[config.mk]
export PLATFORM = sky130hd
export DESIGN_NAME = prog_loader
export DESIGN_NICKNAME = d
export VERILOG_FILES = /design/src/rtl/one_bit_pkg.sv /design/src/rtl/prog_loader_fifo.sv /design/src/rtl/prog_loader.sv
export SDC_FILE = /design/constraint.sdc
export NUM_CORES = 1
export LEC_CHECK = 0
export BUFFER_PORTS_ARGS = -buffer_cell sky130_fd_sc_hd__buf_2
export CAP_MARGIN = 20
export CORE_MARGIN = 2
export CORE_UTILIZATION = 35
export DETAILED_ROUTE_END_ITERATION = 8
export PLACE_DENSITY = 0.59
export SLEW_MARGIN = 30
export SYNTH_ARGS = -nofsm -noshare
export SYNTH_HDL_FRONTEND = slang
export SYNTH_SLANG_ARGS = --single-unit
[constraint.sdc]
create_clock -name clk -period 7.7 [get_ports clk]
set_input_delay 0.77 -clock clk [delete_from_list [all_inputs] [get_ports clk]]
set_output_delay 0.77 -clock clk [all_outputs]
set_load 0.01 [all_outputs]
[src/rtl/one_bit_pkg.sv]
// Shared constants and loader state type for the one-bit processor program loader.
package one_bit_pkg;

  localparam int unsigned INSTR_W    = 13;
  localparam int unsigned PC_W       = 10;
  localparam int unsigned IMEM_DEPTH = 1000;

  typedef enum logic [2:0] {
    StIdle,
    StFill,
    StShift,
    StDone,
    StErr
  } loader_state_e;

endpackage

[src/rtl/prog_loader_fifo.sv]
// Instruction word FIFO with flush, occupancy count and a peek at the word after the head.
module prog_loader_fifo #(
  parameter int unsigned WIDTH = 13,
  parameter int unsigned DEPTH = 8
) (
  input  logic                       clk,
  input  logic                       reset,
  input  logic                       push,
  input  logic                       pop,
  input  logic                       flush,
  input  logic [WIDTH-1:0]           wdata,
  output logic [WIDTH-1:0]           head,
  output logic [WIDTH-1:0]           head_next,
  output logic [$clog2(DEPTH+1)-1:0] count,
  output logic                       full,
  output logic                       empty
);
  localparam int unsigned PTR_W = $clog2(DEPTH);
  localparam int unsigned CNT_W = $clog2(DEPTH + 1);

  logic [WIDTH-1:0] mem [DEPTH];
  logic [PTR_W-1:0] rd_ptr_q, wr_ptr_q;
  logic [CNT_W-1:0] count_q;
  logic             do_push, do_pop;

  function automatic logic [PTR_W-1:0] ptr_incr(input logic [PTR_W-1:0] p);
    return (p == PTR_W'(DEPTH - 1)) ? '0 : p + PTR_W'(1);
  endfunction

  assign full    = (count_q == CNT_W'(DEPTH));
  assign empty   = (count_q == '0);
  assign count   = count_q;
  assign do_pop  = pop && !empty;
  // A pop frees a slot in the same cycle, so a full FIFO still takes a push.
  assign do_push = push && (!full || do_pop);

  assign head      = mem[rd_ptr_q];
  assign head_next = (count_q >= CNT_W'(2)) ? mem[ptr_incr(rd_ptr_q)] : wdata;

  always_ff @(posedge clk) begin
    if (do_push) begin
      mem[wr_ptr_q] <= wdata;
    end
  end

  always_ff @(posedge clk) begin
    if (reset || flush) begin
      rd_ptr_q <= '0;
      wr_ptr_q <= '0;
      count_q  <= '0;
    end else begin
      if (do_push) wr_ptr_q <= ptr_incr(wr_ptr_q);
      if (do_pop)  rd_ptr_q <= ptr_incr(rd_ptr_q);
      case ({do_push, do_pop})
        2'b10:   count_q <= count_q + CNT_W'(1);
        2'b01:   count_q <= count_q - CNT_W'(1);
        default: count_q <= count_q;
      endcase
    end
  end

endmodule

[src/rtl/prog_loader.sv]
// Buffers instruction words and shifts them LSB-first into the processor via load_en/load_bit.
// Optional length check enabled by defining PROG_LOADER_MAXLEN_EN.
module prog_loader
  import one_bit_pkg::*;
#(
  parameter int unsigned PREFILL    = 4,
  parameter int unsigned FIFO_DEPTH = 8
) (
  input  logic               clk,
  input  logic               reset,
  input  logic               in_valid,
  output logic               in_ready,
  input  logic [INSTR_W-1:0] in_data,
  input  logic               in_last,
  output logic               load_en,
  output logic               load_bit,
  output logic               busy,
  output logic               done,
  output logic               err,
  output logic [PC_W-1:0]    instr_count
);
  localparam int unsigned CNT_W = $clog2(FIFO_DEPTH + 1);
  localparam int unsigned IDX_W = $clog2(INSTR_W);

  loader_state_e    state_q, state_d;
  logic [IDX_W-1:0] bit_idx_q, bit_idx_d, bit_idx_inc;
  logic             last_seen_q, last_seen_d;
  logic [PC_W-1:0]  instr_count_q, instr_count_d;
  logic             load_en_q, load_en_d, load_bit_q, load_bit_d;
  logic             busy_q, busy_d, done_q, done_d, err_q, err_d;

  logic               accept, word_end, overlength;
  logic               fifo_push, fifo_pop, fifo_flush, fifo_full, fifo_empty;
  logic [INSTR_W-1:0] fifo_head, fifo_head_next;
  logic [CNT_W-1:0]   fifo_count;

  prog_loader_fifo #(
    .WIDTH(INSTR_W),
    .DEPTH(FIFO_DEPTH)
  ) u_fifo (
    .clk      (clk),
    .reset    (reset),
    .push     (fifo_push),
    .pop      (fifo_pop),
    .flush    (fifo_flush),
    .wdata    (in_data),
    .head     (fifo_head),
    .head_next(fifo_head_next),
    .count    (fifo_count),
    .full     (fifo_full),
    .empty    (fifo_empty)
  );

  assign word_end    = (state_q == StShift) && (bit_idx_q == IDX_W'(INSTR_W - 1));
  assign bit_idx_inc = bit_idx_q + IDX_W'(1);
  assign accept      = in_valid && in_ready;
  assign fifo_pop    = word_end;
  assign fifo_flush  = (state_q == StErr);
  assign fifo_push   = accept && !overlength && (state_q inside {StIdle, StFill, StShift});

`ifdef PROG_LOADER_MAXLEN_EN
  logic [PC_W:0] words_held;
  assign words_held = {1'b0, instr_count_q} + (PC_W + 1)'(fifo_count);
  assign overlength = accept && (state_q inside {StFill, StShift}) &&
                      (words_held == (PC_W + 1)'(IMEM_DEPTH));
`else
  assign overlength = 1'b0;
`endif

  always_comb begin
    in_ready = 1'b0;
    case (state_q)
      StErr:   in_ready = 1'b1;
      StDone:  in_ready = 1'b0;
      default: in_ready = (!fifo_full || word_end) && !last_seen_q;
    endcase
  end

  always_comb begin
    state_d       = state_q;
    bit_idx_d     = bit_idx_q;
    last_seen_d   = last_seen_q;
    instr_count_d = instr_count_q;
    err_d         = err_q;
    load_en_d     = 1'b0;
    load_bit_d    = 1'b0;
    done_d        = 1'b0;

    if (accept && in_last && (state_q inside {StIdle, StFill, StShift})) last_seen_d = 1'b1;

    case (state_q)
      StIdle: begin
        if (accept) begin
          state_d       = StFill;
          err_d         = 1'b0;
          instr_count_d = '0;
          bit_idx_d     = '0;
        end
      end
      StFill: begin
        if (overlength) begin
          state_d = StErr;
          err_d   = 1'b1;
        end else if (!fifo_empty && ((fifo_count >= CNT_W'(PREFILL)) || last_seen_q)) begin
          state_d    = StShift;
          load_en_d  = 1'b1;
          load_bit_d = fifo_head[0];
          bit_idx_d  = '0;
        end
      end
      StShift: begin
        load_en_d = 1'b1;
        if (word_end) begin
          instr_count_d = instr_count_q + PC_W'(1);
          bit_idx_d     = '0;
          if ((fifo_count == CNT_W'(1)) && !fifo_push) begin
            // Nothing left to shift: a clean end only if the final word was flagged last.
            state_d   = last_seen_q ? StDone : StErr;
            done_d    = last_seen_q;
            err_d     = !last_seen_q;
            load_en_d = 1'b0;
          end else begin
            load_bit_d = fifo_head_next[0];
          end
        end else begin
          bit_idx_d  = bit_idx_inc;
          load_bit_d = fifo_head[bit_idx_inc];
        end
        if (overlength) begin
          state_d    = StErr;
          err_d      = 1'b1;
          done_d     = 1'b0;
          load_en_d  = 1'b0;
          load_bit_d = 1'b0;
          bit_idx_d  = '0;
        end
      end
      StDone: begin
        state_d     = StIdle;
        last_seen_d = 1'b0;
      end
      StErr: begin
        err_d       = 1'b1;
        last_seen_d = 1'b0;
        if (last_seen_q || (accept && in_last)) state_d = StIdle;
      end
      default: state_d = StIdle;
    endcase

    busy_d = (state_d != StIdle);
  end

  always_ff @(posedge clk) begin
    if (reset) begin
      state_q       <= StIdle;
      bit_idx_q     <= '0;
      last_seen_q   <= 1'b0;
      instr_count_q <= '0;
      load_en_q     <= 1'b0;
      load_bit_q    <= 1'b0;
      busy_q        <= 1'b0;
      done_q        <= 1'b0;
      err_q         <= 1'b0;
    end else begin
      state_q       <= state_d;
      bit_idx_q     <= bit_idx_d;
      last_seen_q   <= last_seen_d;
      instr_count_q <= instr_count_d;
      load_en_q     <= load_en_d;
      load_bit_q    <= load_bit_d;
      busy_q        <= busy_d;
      done_q        <= done_d;
      err_q         <= err_d;
    end
  end

  assign load_en     = load_en_q;
  assign load_bit    = load_bit_q;
  assign busy        = busy_q;
  assign done        = done_q;
  assign err         = err_q;
  assign instr_count = instr_count_q;

endmodule

### Word level (Yosys, flattened, before mapping)

Memories as Yosys holds them, arrays and structs flattened. A register that Yosys moved wholly into a read port is not among the register bits.
Cells that the tools add are included.

* bits of input ports: 17
* latch bits: 0
* memories: 1
* output and inout bits: 16
* logic and storage cells: 108
* memory bits (read-only): 0
* memory bits (writable): 104
* flip-flop bits (word level): 33

* bitwise gates (word level): 3
* magnitude comparators: 3
* muxes and demuxes: 37
* eq/ne operators: 15
* reductions and logical operators: 31
* $mul: 0
* divide/modulo/power cells: 0
* $add $sub $neg: 6
* shifts and indexed selects: 0

Memories
* u_fifo.mem: depth 8, width 13, rd ports 2, clocked after memory_dff 1, wr ports 1, RTL line prog_loader_fifo.sv:21 `logic [WIDTH-1:0] mem [DEPTH];`

Operators by type and width (number)
* $mux W3: 10
* $mux W10: 2
* $pmux W10 S2: 1
* $mux W1: 13
* $mux W4: 3
* $pmux W3 S4: 1
* $pmux W4 S3: 1
* $add A10 B1 Y10 const B: 1
* $logic_and A1 B1 Y1: 10
* $eq A3 B3 Y1 const B: 3
* $reduce_bool A3 Y1: 3
* $add A4 B1 Y4 const B: 2
* $eq A4 B4 Y1 const B: 2
* $pmux W4 S2: 1
* $add A3 B1 Y3 const B: 2
* $eq A3 B2 Y1 const B: 2
* $ne A2 B1 Y1 const B: 3
* $pmux W1 S2: 3
* $reduce_and A3 Y1: 2
* $logic_or A1 B1 Y1: 5
* $lt A4 B5 Y1 const B: 1
* $bmux W1 S4: 1
* $eq A4 B1 Y1 const B: 1
* $ge A4 B2 Y1 const B: 1
* 15 further kinds: 21

### Longest topological paths before layout

Gate-level depths: netlist of the first run.

* depth in word-level cells: 13
* depth in mapped cells: 13
* gate-level depth less buffers: 12

### Modules after synthesis

Synthesis of the first run repeated with hierarchy kept, for this count alone.

* cell total of the unflattened synthesis: 511
* area, all modules: 7215.7 um^2

Modules (own cells, without submodules)
* prog_loader_fifo: seq. area each 3383.2 um^2, cells an instance 346, times used 1, area an instance 5775.5 um^2
* prog_loader: seq. area each 460.4 um^2, cells an instance 165, times used 1, area an instance 1440.1 um^2

### Least setup slack after synthesis of the first run

OpenSTA, ideal clock, no wires.

* path type: register -> register
* start: reg bit_idx_q[0]
* end: mem u_fifo.mem[4][0] (enable)
* data arrival time: 3278 ps
* stages on the path, launching flop included: 10
* path buffers: 1
* clock period less this slack: 3700 ps
* setup time: 422 ps
* data required time: 7278 ps
* path slack: 4000 ps
* path through: dfxtp_1 -> clkbuf_1 -> inv_1 -> ha_1 -> nand3_1 -> nor3b_2 -> o221ai_1 -> nor2_1 -> inv_2 -> nor4b_1

* longest elaborated chain between the ends: 10
* elaborated cells between the ends (all ways): 12
* classes of those cells: eq/ne (1); mux (3); reduce/logical (8)

RTL lines
* from (decl): RTL line prog_loader.sv:26 `logic [IDX_W-1:0] bit_idx_q, bit_idx_d, bit_idx_inc;`
* from (signal assigned): RTL line prog_loader.sv:166 `bit_idx_q <= bit_idx_d;`
* $eq A4 B4 Y1 *: RTL line prog_loader.sv:54 `assign word_end = (state_q == StShift) && (bit_idx_q == IDX_W'(INSTR_W - 1));`
* $logic_and A1 B1 Y1 *: RTL line prog_loader.sv:54
* $logic_or A1 B1 Y1: RTL line prog_loader.sv:75 `default: in_ready = (!fifo_full || word_end) && !last_seen_q;`
* $logic_and A1 B1 Y1: RTL line prog_loader.sv:75
* $pmux W1 S2: RTL line prog_loader.sv:72 `case (state_q)`
* $logic_and A1 B1 Y1: RTL line prog_loader.sv:56 `assign accept = in_valid && in_ready;`
* $logic_and A1 B1 Y1: RTL line prog_loader.sv:59 `assign fifo_push = accept && !overlength && (state_q inside {StIdle, StFill, StShift});`
* $logic_and A1 B1 Y1 *: RTL line prog_loader_fifo.sv:35 `assign do_push = push && (!full || do_pop);`
* $mux W1 *: RTL line prog_loader_fifo.sv:41 `if (do_push) begin`
* $mux W1 (implied by the code) *: RTL line prog_loader_fifo.sv:42 `mem[wr_ptr_q] <= wdata;`
* to (decl): RTL line prog_loader_fifo.sv:21

Mark *: on every way between the ends. The rest lies on a longest branch, timed or not.

### Final worst setup path of the first run

* start: reg state_q[1]
* end: reg u_fifo.count_q[3] (netlist: u_fifo.count[3])

* elaborated cells between the ends (all ways): 20
* classes of those cells: eq/ne (6); mux (2); reduce/logical (12)

RTL lines
* from (decl): RTL line prog_loader.sv:25 `loader_state_e state_q, state_d;`
* from (signal assigned): RTL line prog_loader.sv:155 `state_q <= StIdle;`
* from (signal assigned): RTL line prog_loader.sv:165 `state_q <= state_d;`
* $eq A3 B2 Y1 *: RTL line prog_loader.sv:54
* $logic_and A1 B1 Y1 *: RTL line prog_loader.sv:54
* $logic_and A1 B1 Y1 *: RTL line prog_loader_fifo.sv:33 `assign do_pop = pop && !empty;`
* net u_fifo.do_pop: RTL line prog_loader_fifo.sv:24 `logic do_push, do_pop;`
* $logic_or A1 B1 Y1: RTL line prog_loader_fifo.sv:35
* $logic_and A1 B1 Y1: RTL line prog_loader_fifo.sv:35
* $eq A2 B1 Y1 / $eq A2 B2 Y1 (equally long branches): RTL line prog_loader_fifo.sv:54 `case ({do_push, do_pop})`
* $pmux W4 S2 / $reduce_bool A2 Y1 (equally long branches)
* to (signal assigned): RTL line prog_loader_fifo.sv:55 `2'b10: count_q <= count_q + CNT_W'(1);`
* to (signal assigned): RTL line prog_loader_fifo.sv:56 `2'b01: count_q <= count_q - CNT_W'(1);`
* to (signal assigned): RTL line prog_loader_fifo.sv:57 `default: count_q <= count_q;`
* to (decl): RTL line prog_loader_fifo.sv:23 `logic [CNT_W-1:0] count_q;`

The timed path passes the listed nets; every way through them passes the cells marked *.
A chain may end at the register's enable or synchronous reset.

==> impl_metrics.csv, run 1 <==
group,metric,value,unit
yosys,portion_of_synthesized_cell_area_occupied_by_the_leading_cell_type,52.1,%
global_routing,grt_max_degree,27,
place,port-buffer-count,32,
setup_path,arrival,3790,ps
final_layout,area_delta_synth_final,16.8,%
timing,fmax,286,MHz
routing,route.antenna.remaining_nets,0,
setup_path,required,7990,ps
routing,drcViolationCount,0,
floorplanning,row_count,47,
clocking,root_buffer_selected_by_cts,"sky130_fd_sc_hd__clkbuf_16",
hold_path,holdCritPathClass,"flop to flop",
clocking,post_cts.repair.setup_buffers,0,
setup_path,worst-path-max-fanout,17,
final_layout,diodes,0,
final_layout,post_route_cells_drive_above_1_share,24.6,%
floorplanning,core-area,16600,um^2
place,place.detailed.instances,643,
yosys,syn_nets,434,
yosys,mean_cell_area_of_the_mapped_netlist,14.8,um^2
flow_run,drv_cap,0,
yosys,async_flop_share,0,%
final_layout,mostFrequentLayoutCell,"sky130_fd_sc_hd__edfxtp_1",
floorplanning,dieWidth,135,um
timing,layout_worst_path_cycle_share,45.4,%
timing,clock-skew-final,10.6,ps
power,power_density,240,nW/um^2
yosys,postSynthCellCount,404,
setup_path,timing.rr.end,"u_fifo.count[3]$_SDFFE_PP0P_",
timing,hold_viol,0,
timing,timing.max_slew.rel_slack,50.8,%
clocking,cts_buffers,17,
power,cell_internal_pwr,1.30,mW
floorplanning,design.die.area,18200,um^2
yosys,synth_top_cell_by_area,"sky130_fd_sc_hd__edfxtp_1",
global_routing,overflow,0,
floorplanning,dieHeight,135,um
clocking,cts-resized-gates,0,
run_status,run_status,"finished, final reports clean",
yosys,number_of_enable_flip_flop_cells_after_synthesis,104,
final_layout,layout.cells.most_common_list,"sky130_fd_sc_hd__edfxtp_1 (104), sky130_fd_sc_hd__dfxtp_1 (36), sky130_fd_sc_hd__buf_2 (32)",
setup_path,reg2reg_setup_slack,4200,ps
timing,final_period_minus_worst_setup_slack,3500,ps
global_routing,grt_pass1_vias,3437,
power,total_switching_power,375,uW
clocking,cts.reportedPaths.clkPinSlew,60,ps
global_routing,global_route_wire_length_before_repair,18.9,mm
power,seqPwrFrac,50.2,%
hold_path,worstHoldEndpoint,"instr_count[1]$_SDFFE_PP0P_",
routing,via_count,3476,
power,max-vdd-ir-drop,0.142,mV
final_layout,fill_cells,1492,
yosys,ys_seq_area_share,64.1,%
power,swShare,22.3,%
yosys,synth_cell_area,6000,um^2
final_layout,net_count_of_the_finished_layout,472,
yosys,synth.lib_cells_used.distinct,58,
global_routing,grt_antenna_before_repair,0,
routing,initialDrtViolationCount,309,
clocking,clk-insertion-delay-late,420,ps
routing,avgRoutedWirePerCell,17.9,um
power,power.combinational.fraction,4.9,%
clocking,clock-sinks,140,
clocking,htree_num_levels,4,
routing,post_drt_via_cell_ratio,5.15,
final_layout,multi_input_area,2100,um^2
power,leakage_power_of_the_design,2.29,nW
floorplanning,io-pin-count,33,
setup_path,r2r_path_start,"state_q[1]$_SDFF_PP0_",
floorplanning,initial_utilization,36.0,%
setup_path,critical_path_class,"flop to flop",
timing,timing.final.setup_violations,0,
timing,setup_total_neg_slack,0,ps
final_layout,final-seq-area,3840,um^2
clocking,holdBufCountCts,0,
global_routing,groute.usage.overall,14.2,%
hold_path,timing.hold.worst_path_depth,2,
timing,worst_pin_slew,737,ps
timing,grt_setup_unrepaired,"no",
setup_path,r2r_depth,8,
yosys,yosys_most_used_dff,"sky130_fd_sc_hd__edfxtp_1",
yosys,netlist_top_cells_area,"sky130_fd_sc_hd__edfxtp_1 (52%), sky130_fd_sc_hd__dfxtp_1 (12%), sky130_fd_sc_hd__mux4_2 (11%)",
clocking,clockBufferDepth,2,
power,power_frac_clock,45.0,%
routing,detailedRoute.firstPassIterationCount,5,
setup_path,critPathCaptureType,"flop",
yosys,ys_ff_latch,140,
clocking,cts_tree,"yes",
routing,drt-total-wl,12.1,mm
timing,timing_max_transition_violations_final,0,
final_layout,stdcell_count,675,
place,finalWeightedCongestion,0.842,
yosys,yosys_warnings,0,
place,dp_hpwl,8.22,mm
setup_path,timing.critical_path.from_type,"flop",
hold_path,worstHoldStart,"instr_count[1]$_SDFFE_PP0P_",
[per-stage QoR]
| step | worst slack, ps | hold slack (ps) | total power [mW] | utilization [%] | instance area, um^2 |
|---|---|---|---|---|---|
| after floorplan | 4000 | 474 | 0.904 | - | 6000 |
| after global placement | 4280 | 468 | 0.936 | 38.6 | 6420 |
| after detailed placement | 4250 | 485 | 0.941 | 38.8 | 6460 |
| after CTS | 4240 | 493 | 1.70 | 42.1 | 7010 |
| after global routing | 3960 | 528 | 1.74 | 42.1 | 7010 |
| final | 4200 | 491 | 1.68 | 42.1 | 7010 |
[power by group through the flow]
stage | registers, mW | logic, mW | clock network, mW
floorplan | 0.851 | 0.0525 | 0
global placement | 0.856 | 0.0796 | 0
detailed placement | 0.858 | 0.0825 | 0
CTS | 0.842 | 0.0827 | 0.777
global route | 0.844 | 0.0907 | 0.808
finish | 0.842 | 0.0818 | 0.755
[worst max-delay path by stage]
stage | from | endpoint | slack (ps) | cells after the start
finish | state_q[1]$_SDFF_PP0_ | u_fifo.count[3]$_SDFFE_PP0P_ | 4200 | 8
floorplan | bit_idx_q[0]$_SDFFE_PP0P_ | u_fifo.mem[4][0]$_DFFE_PP_ | 4000 | 9
global placement | bit_idx_q[0]$_SDFFE_PP0P_ | u_fifo.mem[3][1]$_DFFE_PP_ | 4280 | 8
global route | state_q[1]$_SDFF_PP0_ | u_fifo.count[3]$_SDFFE_PP0P_ | 3960 | 8
detailed placement | state_q[1]$_SDFF_PP0_ | u_fifo.count[3]$_SDFFE_PP0P_ | 4250 | 8
CTS | state_q[1]$_SDFF_PP0_ | u_fifo.count[3]$_SDFFE_PP0P_ | 4240 | 8
[sequential cells by signal, summed over array words and instances (netlist names), 3 cells and up, named ones only]
register         count
u_fifo.rd_ptr_q      3
u_fifo.wr_ptr_q      3
u_fifo.mem         104
bit_idx_q            4
state_q              3
u_fifo.count         4
instr_count         10
[cell usage after synthesis, types with 2 or more instances]
library cell and n:
sky130_fd_sc_hd__a211oi_1 2, sky130_fd_sc_hd__nand4_1 3, sky130_fd_sc_hd__or3_1 6, sky130_fd_sc_hd__nand2b_1 6
sky130_fd_sc_hd__xor2_1 3, sky130_fd_sc_hd__inv_1 9, sky130_fd_sc_hd__a221oi_1 2, sky130_fd_sc_hd__o31ai_1 2
sky130_fd_sc_hd__o21ai_0 8, sky130_fd_sc_hd__o21bai_1 2, sky130_fd_sc_hd__nor2_1 32, sky130_fd_sc_hd__a22oi_1 2
sky130_fd_sc_hd__o211ai_1 2, sky130_fd_sc_hd__mux4_2 29, sky130_fd_sc_hd__nand3_1 7, sky130_fd_sc_hd__nand3b_1 3
sky130_fd_sc_hd__nor3_1 13, sky130_fd_sc_hd__nor4_1 2, sky130_fd_sc_hd__ha_1 13, sky130_fd_sc_hd__a21oi_1 19
sky130_fd_sc_hd__xnor2_1 9, sky130_fd_sc_hd__nand2_1 21, sky130_fd_sc_hd__mux2_2 3, sky130_fd_sc_hd__mux2i_1 14
sky130_fd_sc_hd__buf_2 6, sky130_fd_sc_hd__nor3b_1 3, sky130_fd_sc_hd__clkbuf_1 10, sky130_fd_sc_hd__and2_1 2
sky130_fd_sc_hd__dfxtp_1 36, sky130_fd_sc_hd__a21o_1 3, sky130_fd_sc_hd__edfxtp_1 104, sky130_fd_sc_hd__o2111ai_1 2
[metal layers]
metal | GRT usage (%) | wire, um | vias up
met1 | 18.9 | 5690 | 1754
met2 | 21.9 | 5810 | 62
met3 | 4.05 | 525 | 8
li1 | - | - | 1652
met4 | 5.44 | 86 | 0
met5 | 0 | 0 | -
[kinds of logic after synthesis]
logic type / after synthesis / synth area share, %
muxes: 46 / 13.8
DFF: 140 / 64.1
AOI/OAI and AO/OA: 56 / 6.22
and+or+nand+nor: 109 / 9.39
xor gates and xnor gates: 12 / 1.75
adders and majority gates: 13 / 2.71
buffers and inverters: 28 / 2.07
[critical path: stages (launching register included)]
cell	delay (ps)
sky130_fd_sc_hd__dfxtp_1	650
sky130_fd_sc_hd__nor3b_1	590
sky130_fd_sc_hd__nand4_1	370
sky130_fd_sc_hd__a21oi_1	470
sky130_fd_sc_hd__ha_1	310
sky130_fd_sc_hd__or4b_2	600
sky130_fd_sc_hd__a21oi_1	200
sky130_fd_sc_hd__xnor2_1	130
sky130_fd_sc_hd__nor2_1	50
[layout make-up]
type | count | share of cell area (%)
inverters | 10 | 0.536
multi-input cells | 236 | 30.0
flip-flops and latches | 140 | 54.8
clock inverters | 14 | 1.75
clock buffers | 18 | 6.12
repair buffers | 37 | 2.82
well taps | 220 | 3.93
No activity file was read; power rests on OpenSTA's default activity.
==> run 2, diff against run 1 <==
Clock period 7.7 ns to 3.3 ns, I/O delays scaled along.
==> impl_metrics.csv, run 2 (synthesis gave the netlist of run 1 again) <==
group,metric,value,unit
power,max-vdd-ir-drop,0.562,mV
setup_path,timing.critical_path.slowest_cell_delay,600,ps
clocking,cts-resized-gates,0,
timing,timing_max_transition_violations_final,0,
power,swShare,23.0,%
flow_run,drv_cap,0,
final_layout,layout.cells.most_common_list,"sky130_fd_sc_hd__edfxtp_1 (104), sky130_fd_sc_hd__dfxtp_1 (36), sky130_fd_sc_hd__nor2_1 (32), sky130_fd_sc_hd__buf_2 (32), sky130_fd_sc_hd__mux4_2 (29)",
clocking,cts_buffers,17,
global_routing,grt_pass1_vias,3671,
setup_path,critPathBufInv,2,
floorplanning,core-area,16600,um^2
clocking,cts.reportedPaths.clkPinSlew,60,ps
setup_path,critical_path_class,"flop to flop",
routing,post_drt_via_cell_ratio,5.15,
routing,drt-total-wl,12.3,mm
timing,hold_viol,0,
timing,timing.final.setup_violations,0,
routing,drcViolationCount,0,
global_routing,groute.usage.overall,14.8,%
timing,setup_total_neg_slack,0,ps
place,port-buffer-count,32,
place,place.detailed.instances,659,
hold_path,holdCritPathClass,"primary input to flop",
floorplanning,initial_utilization,36.0,%
clocking,root_buffer_selected_by_cts,"sky130_fd_sc_hd__clkbuf_16",
final_layout,final-seq-area,3840,um^2
timing,layout_worst_path_cycle_share,88.8,%
routing,via_count,3562,
setup_path,cpLargestDelayFamily,"simple AND/OR/NAND/NOR gates",
setup_path,worst-path-max-fanout,8,
routing,avgRoutedWirePerCell,17.8,um
routing,route.antenna.remaining_nets,0,
place,dp_hpwl,8.06,mm
clocking,clock-sinks,140,
final_layout,diodes,0,
power,seqPwrFrac,49.3,%
routing,initialDrtViolationCount,207,
clocking,clk-insertion-delay-late,420,ps
timing,final_period_minus_worst_setup_slack,2930,ps
timing,timing.max_slew.rel_slack,58.8,%
clocking,htree_num_levels,4,
global_routing,overflow,0,
final_layout,multi_input_area,2090,um^2
final_layout,stdcell_count,691,
power,leakage_power_of_the_design,2.39,nW
global_routing,grt_antenna_before_repair,0,
timing,grt_setup_unrepaired,"no",
final_layout,layout.core_utilization,42.8,%
place,finalWeightedCongestion,0.803,
final_layout,mostFrequentLayoutCell,"sky130_fd_sc_hd__edfxtp_1",
setup_path,critical_path.cell_chain,"inv_1 -> ha_1 -> and3b_1 -> nand2_1 -> o221ai_1 -> nor2_1 -> inv_2 -> ha_1 -> or4b_2 -> a21oi_1 -> xnor2_1 -> nor2_1",
power,power.combinational.fraction,5.1,%
routing,detailedRoute.firstPassIterationCount,5,
global_routing,global_route_wire_length_before_repair,20.1,mm
setup_path,required,3600,ps
clocking,post_cts.repair.setup_buffers,0,
setup_path,critPathCaptureType,"flop",
setup_path,timing.critical_path.from_type,"flop",
power,power_density,558,nW/um^2
power,power_frac_clock,45.6,%
run_status,run_status,"finished, final reports clean",
floorplanning,design.die.area,18200,um^2
floorplanning,dieHeight,135,um
final_layout,area_delta_synth_final,18.8,%
final_layout,post_route_cells_drive_above_1_share,27.4,%
timing,clock-skew-final,6.93,ps
clocking,holdBufCountCts,0,
setup_path,critical-path-slowest-cell,"sky130_fd_sc_hd__or4b_2",
clocking,clockBufferDepth,2,
timing,fmax,341,MHz
power,cell_internal_pwr,3.06,mW
floorplanning,dieWidth,135,um
power,total_switching_power,913,uW
clocking,cts_tree,"yes",
final_layout,net_count_of_the_finished_layout,488,
setup_path,arrival,3230,ps
timing,worst_pin_slew,615,ps
global_routing,grt_max_degree,27,
floorplanning,io-pin-count,33,
final_layout,fill_cells,1470,
final_layout,largest_register,"u_fifo.mem",
floorplanning,row_count,47,
final_layout,number_of_flip_flops_under_the_largest_register_name,104,
==> run 2: per-layer routing <==
metal	GRT usage, %	part of all wire [%]	up-vias
li1	-	-	1682
met1	18.5	44	1781
met2	24.5	50	79
met3	4.05	4.1	20
met4	5.79	2.0	0
met5	0	0	-
==> run 2: cell type report <==
| type | instances | share of cell area, % |
|---|---|---|
| Sequential cell | 140 | 54.0 |
| Multi-Input combinational cell | 236 | 29.3 |
| Clock buffer | 17 | 5.97 |
| Timing Repair Buffer | 53 | 4.46 |
| Clock inverter | 15 | 1.95 |
| Tap cell | 220 | 3.86 |
| Inverter | 10 | 0.527 |
==> run 2: worst paths after layout <==
| check | depth (start not counted) | end | from | slack (ps) |
|---|---|---|---|---|
| max | 12 | u_fifo.count[3]$_SDFFE_PP0P_ | u_fifo.count[1]$_SDFFE_PP0P_ | 370 |
| min | 1 | u_fifo.mem[6][9]$_DFFE_PP_ | in_data[9] | 170 |
| max reg2reg | 12 | u_fifo.count[3]$_SDFFE_PP0P_ | u_fifo.count[1]$_SDFFE_PP0P_ | 370 |
| min reg2reg | 2 | instr_count[1]$_SDFFE_PP0P_ | instr_count[1]$_SDFFE_PP0P_ | 490 |
==> run 2: worst register-to-register path, cell delays in order (launching register included) <==
cell and delay, ps:
sky130_fd_sc_hd__dfxtp_1 360, sky130_fd_sc_hd__inv_1 150, sky130_fd_sc_hd__ha_1 200, sky130_fd_sc_hd__and3b_1 190
sky130_fd_sc_hd__nand2_1 90, sky130_fd_sc_hd__o221ai_1 220, sky130_fd_sc_hd__nor2_1 150, sky130_fd_sc_hd__inv_2 210
sky130_fd_sc_hd__ha_1 280, sky130_fd_sc_hd__or4b_2 600, sky130_fd_sc_hd__a21oi_1 190, sky130_fd_sc_hd__xnor2_1 130
sky130_fd_sc_hd__nor2_1 50
==> run 2: per-stage QoR <==
step	hold WS [ps]	cell area, um^2	setup WS, ps	total power, mW
detailed placement	486	6560	373	2.20
CTS	157	7120	368	4.01
finish	169	7120	370	3.97
floorplan	429	6010	16.2	2.11
global placement	475	6560	441	2.19
global route	176	7120	106	4.12
==> run 2: power by group through the flow <==
stage / registers, mW / clock network (mW) / logic [mW]
CTS: 1.96 / 1.85 / 0.204
finish: 1.96 / 1.81 / 0.201
detailed placement: 2.00 / 0 / 0.203
global route: 1.96 / 1.94 / 0.224
global placement: 1.99 / 0 / 0.198
floorplan: 1.99 / 0 / 0.124
